===== src/rtl/io_serdes_pkg.sv =====
// io_serdes_pkg: shared types, default sizing and helpers for the io_serdes_gen
// operand/result serialiser slice.
//   state_e   : controller phase (LOAD, CALC, OUT)
//   DEF_*     : default bus width, word width and operand count
//   beats_of  : number of bus beats per word
//   cnt_w     : counter width able to hold values 0..n-1
package io_serdes_pkg;

  typedef enum logic [1:0] {
    ST_LOAD = 2'd0,
    ST_CALC = 2'd1,
    ST_OUT  = 2'd2
  } state_e;

  localparam int unsigned DEF_BUS_W  = 8;
  localparam int unsigned DEF_WORD_W = 32;
  localparam int unsigned DEF_N_OPS  = 2;

  function automatic int unsigned beats_of(input int unsigned word_w, input int unsigned bus_w);
    return word_w / bus_w;
  endfunction

  function automatic int unsigned cnt_w(input int unsigned n);
    return (n <= 1) ? 1 : $clog2(n);
  endfunction

endpackage


===== src/rtl/io_serdes_word.sv =====
// io_serdes_word: one WORD_W register with beat-granular write and read.
//   clk, reset  : clock, asynchronous active-low reset
//   wr_en       : write one beat this cycle
//   wr_msb      : 1 = shift beat in at the bottom (MSB-first stream),
//                 0 = write beat into slice wr_idx (LSB-first stream)
//   wr_idx      : beat slot for LSB-first writes
//   wr_data     : beat to write
//   ld_en       : load the whole word from ld_data (takes priority)
//   rd_idx      : beat slot presented on rd_data
//   rd_data     : selected beat
//   q           : full register contents
module io_serdes_word
  import io_serdes_pkg::*;
#(
  parameter int unsigned BUS_W  = DEF_BUS_W,
  parameter int unsigned WORD_W = DEF_WORD_W,
  parameter int unsigned IW     = 2
) (
  input  logic              clk,
  input  logic              reset,
  input  logic              wr_en,
  input  logic              wr_msb,
  input  logic [IW-1:0]     wr_idx,
  input  logic [BUS_W-1:0]  wr_data,
  input  logic              ld_en,
  input  logic [WORD_W-1:0] ld_data,
  input  logic [IW-1:0]     rd_idx,
  output logic [BUS_W-1:0]  rd_data,
  output logic [WORD_W-1:0] q
);

  logic [WORD_W-1:0] q_q, q_d;

  always_comb begin
    q_d = q_q;
    if (ld_en) begin
      q_d = ld_data;
    end else if (wr_en) begin
      if (wr_msb) q_d = {q_q[WORD_W-BUS_W-1:0], wr_data};
      else        q_d[BUS_W*wr_idx +: BUS_W] = wr_data;
    end
  end

  always_ff @(posedge clk or negedge reset) begin
    if (!reset) q_q <= '0;
    else        q_q <= q_d;
  end

  assign rd_data = q_q[BUS_W*rd_idx +: BUS_W];
  assign q       = q_q;

endmodule


===== src/rtl/io_serdes_gen.sv =====
// io_serdes_gen: deserialises N_OPS operands from a BUS_W bus, pulses
// start_calc, captures the core result on calc_done and streams it back
// under ready/valid. Beat order is latched per transaction from msb_first.
//   clk, reset          : clock, asynchronous active-low reset
//   in_valid, inputs    : inbound beat stream
//   msb_first           : beat order, sampled on the first beat of a transaction
//   operands            : operand i at [WORD_W*i +: WORD_W]
//   start_calc          : one-cycle pulse once all operands are loaded
//   calc_done, z        : result handshake from the core
//   outputs, out_valid  : registered outbound beat
//   out_ready           : sink accepts the beat
//   overrun             : one-cycle pulse when a beat arrives outside LOAD
// Build option: IO_SERDES_CHECKSUM_EN appends an XOR-of-beats checksum beat.
//
// state   | meaning
// ST_LOAD | accepting operand beats
// ST_CALC | start_calc issued, waiting for calc_done
// ST_OUT  | streaming result beats (plus checksum when enabled)
module io_serdes_gen
  import io_serdes_pkg::*;
#(
  parameter int unsigned BUS_W  = DEF_BUS_W,
  parameter int unsigned WORD_W = DEF_WORD_W,
  parameter int unsigned N_OPS  = DEF_N_OPS
) (
  input  logic                    clk,
  input  logic                    reset,
  input  logic                    in_valid,
  input  logic [BUS_W-1:0]        inputs,
  input  logic                    msb_first,
  output logic [N_OPS*WORD_W-1:0] operands,
  output logic                    start_calc,
  input  logic                    calc_done,
  input  logic [WORD_W-1:0]       z,
  output logic [BUS_W-1:0]        outputs,
  output logic                    out_valid,
  input  logic                    out_ready,
  output logic                    overrun
);

  localparam int unsigned BEATS = beats_of(WORD_W, BUS_W);
`ifdef IO_SERDES_CHECKSUM_EN
  localparam int unsigned N_OUT = BEATS + 1;
`else
  localparam int unsigned N_OUT = BEATS;
`endif
  localparam int unsigned CW = cnt_w(N_OUT);
  localparam int unsigned OW = cnt_w(N_OPS);
  localparam logic [CW-1:0] LAST_IN  = CW'(BEATS - 1);
  localparam logic [CW-1:0] LAST_OUT = CW'(N_OUT - 1);
  localparam logic [OW-1:0] LAST_OP  = OW'(N_OPS - 1);

  state_e            state_q, state_d;
  logic [CW-1:0]     beat_cnt_q, beat_cnt_d;
  logic [OW-1:0]     op_cnt_q, op_cnt_d;
  logic              mode_q, mode_d;
  logic              start_calc_q, start_calc_d;
  logic              overrun_q, overrun_d;
  logic              out_valid_q, out_valid_d;
  logic [BUS_W-1:0]  outputs_q, outputs_d;

  logic [N_OPS-1:0]       op_wr_en;
  logic                   wr_msb;
  logic                   res_ld;
  logic [CW-1:0]          out_idx_nxt;
  logic [CW-1:0]          res_rd_idx;
  logic [BUS_W-1:0]       res_rd;
  logic [WORD_W-1:0]      res_q;
  logic [N_OPS*BUS_W-1:0] op_rd_unused;

  for (genvar i = 0; i < N_OPS; i++) begin : g_op
    io_serdes_word #(.BUS_W(BUS_W), .WORD_W(WORD_W), .IW(CW)) u_op (
      .clk     (clk),
      .reset   (reset),
      .wr_en   (op_wr_en[i]),
      .wr_msb  (wr_msb),
      .wr_idx  (beat_cnt_q),
      .wr_data (inputs),
      .ld_en   (1'b0),
      .ld_data ('0),
      .rd_idx  ('0),
      .rd_data (op_rd_unused[BUS_W*i +: BUS_W]),
      .q       (operands[WORD_W*i +: WORD_W])
    );
  end

  io_serdes_word #(.BUS_W(BUS_W), .WORD_W(WORD_W), .IW(CW)) u_res (
    .clk     (clk),
    .reset   (reset),
    .wr_en   (1'b0),
    .wr_msb  (1'b0),
    .wr_idx  ('0),
    .wr_data ('0),
    .ld_en   (res_ld),
    .ld_data (z),
    .rd_idx  (res_rd_idx),
    .rd_data (res_rd),
    .q       (res_q)
  );

`ifdef IO_SERDES_CHECKSUM_EN
  logic [BUS_W-1:0] csum;
  always_comb begin
    csum = '0;
    for (int unsigned i = 0; i < BEATS; i++) csum = csum ^ res_q[BUS_W*i +: BUS_W];
  end
`else
  logic unused_res;
  assign unused_res = ^res_q;
`endif

  // Beat index is kept in stream order; the physical slot is mirrored for MSB-first.
  assign out_idx_nxt = beat_cnt_q + CW'(1);
  assign res_rd_idx  = mode_q ? (LAST_IN - out_idx_nxt) : out_idx_nxt;

  always_comb begin
    state_d      = state_q;
    beat_cnt_d   = beat_cnt_q;
    op_cnt_d     = op_cnt_q;
    mode_d       = mode_q;
    start_calc_d = 1'b0;
    overrun_d    = 1'b0;
    out_valid_d  = out_valid_q;
    outputs_d    = outputs_q;
    op_wr_en     = '0;
    wr_msb       = mode_q;
    res_ld       = 1'b0;
    case (state_q)
      ST_LOAD: begin
        if (in_valid) begin
          // The first beat must already use the order it latches.
          if (op_cnt_q == '0 && beat_cnt_q == '0) begin
            mode_d = msb_first;
            wr_msb = msb_first;
          end
          for (int unsigned i = 0; i < N_OPS; i++) op_wr_en[i] = (op_cnt_q == OW'(i));
          if (beat_cnt_q == LAST_IN) begin
            beat_cnt_d = '0;
            if (op_cnt_q == LAST_OP) begin
              op_cnt_d     = '0;
              state_d      = ST_CALC;
              start_calc_d = 1'b1;
            end else begin
              op_cnt_d = op_cnt_q + OW'(1);
            end
          end else begin
            beat_cnt_d = beat_cnt_q + CW'(1);
          end
        end
      end
      ST_CALC: begin
        overrun_d = in_valid;
        if (calc_done) begin
          res_ld      = 1'b1;
          outputs_d   = mode_q ? z[WORD_W-1 -: BUS_W] : z[BUS_W-1:0];
          out_valid_d = 1'b1;
          beat_cnt_d  = '0;
          state_d     = ST_OUT;
        end
      end
      ST_OUT: begin
        overrun_d = in_valid;
        if (out_valid_q && out_ready) begin
          if (beat_cnt_q == LAST_OUT) begin
            out_valid_d = 1'b0;
            outputs_d   = '0;
            beat_cnt_d  = '0;
            op_cnt_d    = '0;
            state_d     = ST_LOAD;
          end else begin
            beat_cnt_d = out_idx_nxt;
            outputs_d  = res_rd;
`ifdef IO_SERDES_CHECKSUM_EN
            if (out_idx_nxt == CW'(BEATS)) outputs_d = csum;
`endif
          end
        end
      end
      default: state_d = ST_LOAD;
    endcase
  end

  always_ff @(posedge clk or negedge reset) begin
    if (!reset) begin
      state_q      <= ST_LOAD;
      beat_cnt_q   <= '0;
      op_cnt_q     <= '0;
      mode_q       <= 1'b0;
      start_calc_q <= 1'b0;
      overrun_q    <= 1'b0;
      out_valid_q  <= 1'b0;
      outputs_q    <= '0;
    end else begin
      state_q      <= state_d;
      beat_cnt_q   <= beat_cnt_d;
      op_cnt_q     <= op_cnt_d;
      mode_q       <= mode_d;
      start_calc_q <= start_calc_d;
      overrun_q    <= overrun_d;
      out_valid_q  <= out_valid_d;
      outputs_q    <= outputs_d;
    end
  end

  assign start_calc = start_calc_q;
  assign overrun    = overrun_q;
  assign out_valid  = out_valid_q;
  assign outputs    = outputs_q;

endmodule

===== config.mk =====
export PLATFORM = sky130hd
export DESIGN_NAME = io_serdes_gen
export DESIGN_NICKNAME = d
export VERILOG_FILES = /design/src/rtl/io_serdes_pkg.sv /design/src/rtl/io_serdes_word.sv /design/src/rtl/io_serdes_gen.sv
export SDC_FILE = /design/constraint.sdc
export NUM_CORES = 1
export LEC_CHECK = 0
export CAP_MARGIN = 40
export CORE_ASPECT_RATIO = 1.25
export CORE_MARGIN = 2
export CORE_UTILIZATION = 59
export DETAILED_ROUTE_END_ITERATION = 6
export PLACE_DENSITY = 0.95
export SLEW_MARGIN = 20
export SYNTH_ARGS = -nofsm -noshare
export SYNTH_HDL_FRONTEND = slang
export SYNTH_HIERARCHICAL = 1
export SYNTH_SLANG_ARGS = --single-unit
export TNS_END_PERCENT = 1

===== constraint.sdc =====
create_clock -name clk -period 4.2 [get_ports clk]
set_clock_uncertainty 0.15 [all_clocks]
set_input_delay 0.84 -clock clk [delete_from_list [all_inputs] [get_ports clk]]
set_output_delay 0.84 -clock clk [all_outputs]
set_load 0.02 [all_outputs]

==> impl_metrics.toml <==
[detailed_routing]
vias = 7197
routedWlPerCell_microns = 19.2
drt-total-wl_microns = 22500
drt_iter0_drc = 640
first_pass_iters = 5
drtAntennaViolNets = 0
drc = 0
viasPerCell = 6.13

[outcome]
status = "finished clean"

[global_route]
grt_busiest_layer = "met2"
use_met1 = 0.364
track_usage = 0.335
antenna_found_initial = 0
use_met2 = 0.603
grt_max_degree = 67
grt_pass1_wl_microns = 35500
grt-ovfl-total = 0
grtUsageMet3 = 0.0694
grt_pass1_vias = 7047

[cells_and_area]
final_core_util = 0.790
layout_commonest_cell = "clkdlybuf4s50_1"
nFillCells = 728
fin_area_sq_um = 9660
area_delta_synth_final_pct = 29.8
mostFrequentLayoutCells = "clkdlybuf4s50_1, conb_1, dfrtp_1"
antenna_cells = 0
drive_gt1_frac = 0.120
fin_nets = 1068
layoutNonFillerInstCount = 1175

[cts]
clk_pin_slew_ps = 60
cts_buffer_depth = 2
cts_htree_levels = 4
cts.sinks = 113
cts_setup_buffers = 0
clock_insertion_delay_worst_skew_ps = 420
cts_buffers = 17
cts_tree = "done"
cts_resized = 0
cts_hold_buf = 0
ctsRootBufferMaster = "clkbuf_16"

[power]
powerDensity_nw_per_um2 = 643
p_leak_uw = 0.00387
ir_drop_uv = 386

[setup_path]
crit_path_start = "in_valid"
arrival_ps = 3510
worstPathRequired_ps = 4350
endpoint_kind = "flip-flop"
critPathMaxFanout = 16
timing.rr.start = "state_q[1]$_DFFE_PN0P_"
crit_path_start_kind = "primary input"
crit_type = "primary input to flip-flop"

[floorplan]
core_area_sq_um = 12200
die-height_microns = 130
dieArea_sq_um = 13500
die_w_microns = 104
io_pins = 121
num_rows = 45
initial_utilization = 0.609

[yosys]
yosys_warnings = 6
syn_area_sq_um = 7440
avgSynthCellArea_sq_um = 9.46
synth_cells = 787

[timing]
layout_min_cycle_time_ps = 3360
rsz0062_at_grt = "no"
max_slew_margin = 0.499
tightest_slew_ps = 751
setup_tns_ps = 0
period_share = 0.800
slew_viol_final = 0
fmaxAchievable_ghz = 0.298
setup_viol = 0
final-hold-violation-count = 0

[placement]
dp_cells = 1142
place_congestion = 0.922
hpwlAfterDp_microns = 14600
io_buffers = 120
place_area_sq_um = 9060

[worst_hold_path]
hp-class = "primary input to asynchronous set/reset pin"

[run]
max-cap-violations = 0
[final timing paths]
kind                                                        to  slack, ps  cells past startpoint
worst max-delay path            g_op[0].u_op/q[21]$_DFFE_PN0P_        840                      8
worst min-delay path            g_op[0].u_op/q[26]$_DFFE_PN0P_        280                      1
worst max register to register  g_op[0].u_op/q[21]$_DFFE_PN0P_       1020                      9
worst min register to register          outputs[6]$_DFFE_PN0P_        350                      1
max in group asynchronous        g_op[0].u_op/q[7]$_DFFE_PN0P_       2670                      2
min in group clk                        outputs[6]$_DFFE_PN0P_        350                      1
[report_power, final]
part / switching [uW] / internal [uW]
logic: 1650 / 1290
clock network: 560 / 876
registers: 376 / 1450
total: 2590 / 3620
[worst max-delay path, stage by stage]
cell and delay (ps):
clkdlybuf4s50_1 570, nand2_1 120, nor2_1 170, nand2_1 90
mux2_2 400, nor3b_4 660, nand3_1 250, a311oi_1 390
[metrics by stage]
stage / total power, uW / worst slack (ps) / hold WS (ps)
CTS: 6100 / 888 / 311
detailed placement: 4600 / 676 / 347
global route: 6490 / 740 / 334
global placement: 4510 / 800 / 341
floorplan: 3780 / 1580 / 383
finish: 6210 / 840 / 283
[registers in the layout, summed over array words and instances, names as in the netlist]
name         flops
overrun          1
g_op.u_op/q     64
beat_cnt_q       2
state_q          2
out_valid        1
op_cnt_q         1
start_calc       1
outputs          8
mode_q           1
u_res/q         32
[final cells by class]
type,count,area (sq um),area share
multi-input combinational,722,4700,0.487
sequential,113,2830,0.293
clock buffer,17,425,0.0441
tap,164,205,0.0212
inverter,12,45.0,0.00466
clock inverter,15,163,0.0168
timing repair buffer,132,1290,0.133
[metal layers]
| metal | up-vias | part of all wire | wire length (microns) |
|---|---|---|---|
| li1 | 3202 | - | - |
| met1 | 3402 | 0.35 | 7870 |
| met2 | 480 | 0.51 | 11400 |
| met3 | 113 | 0.087 | 1960 |
| met4 | 0 | 0.057 | 1290 |
| met5 | - | 0 | 0 |
No activity file was read; power rests on OpenSTA's default activity.
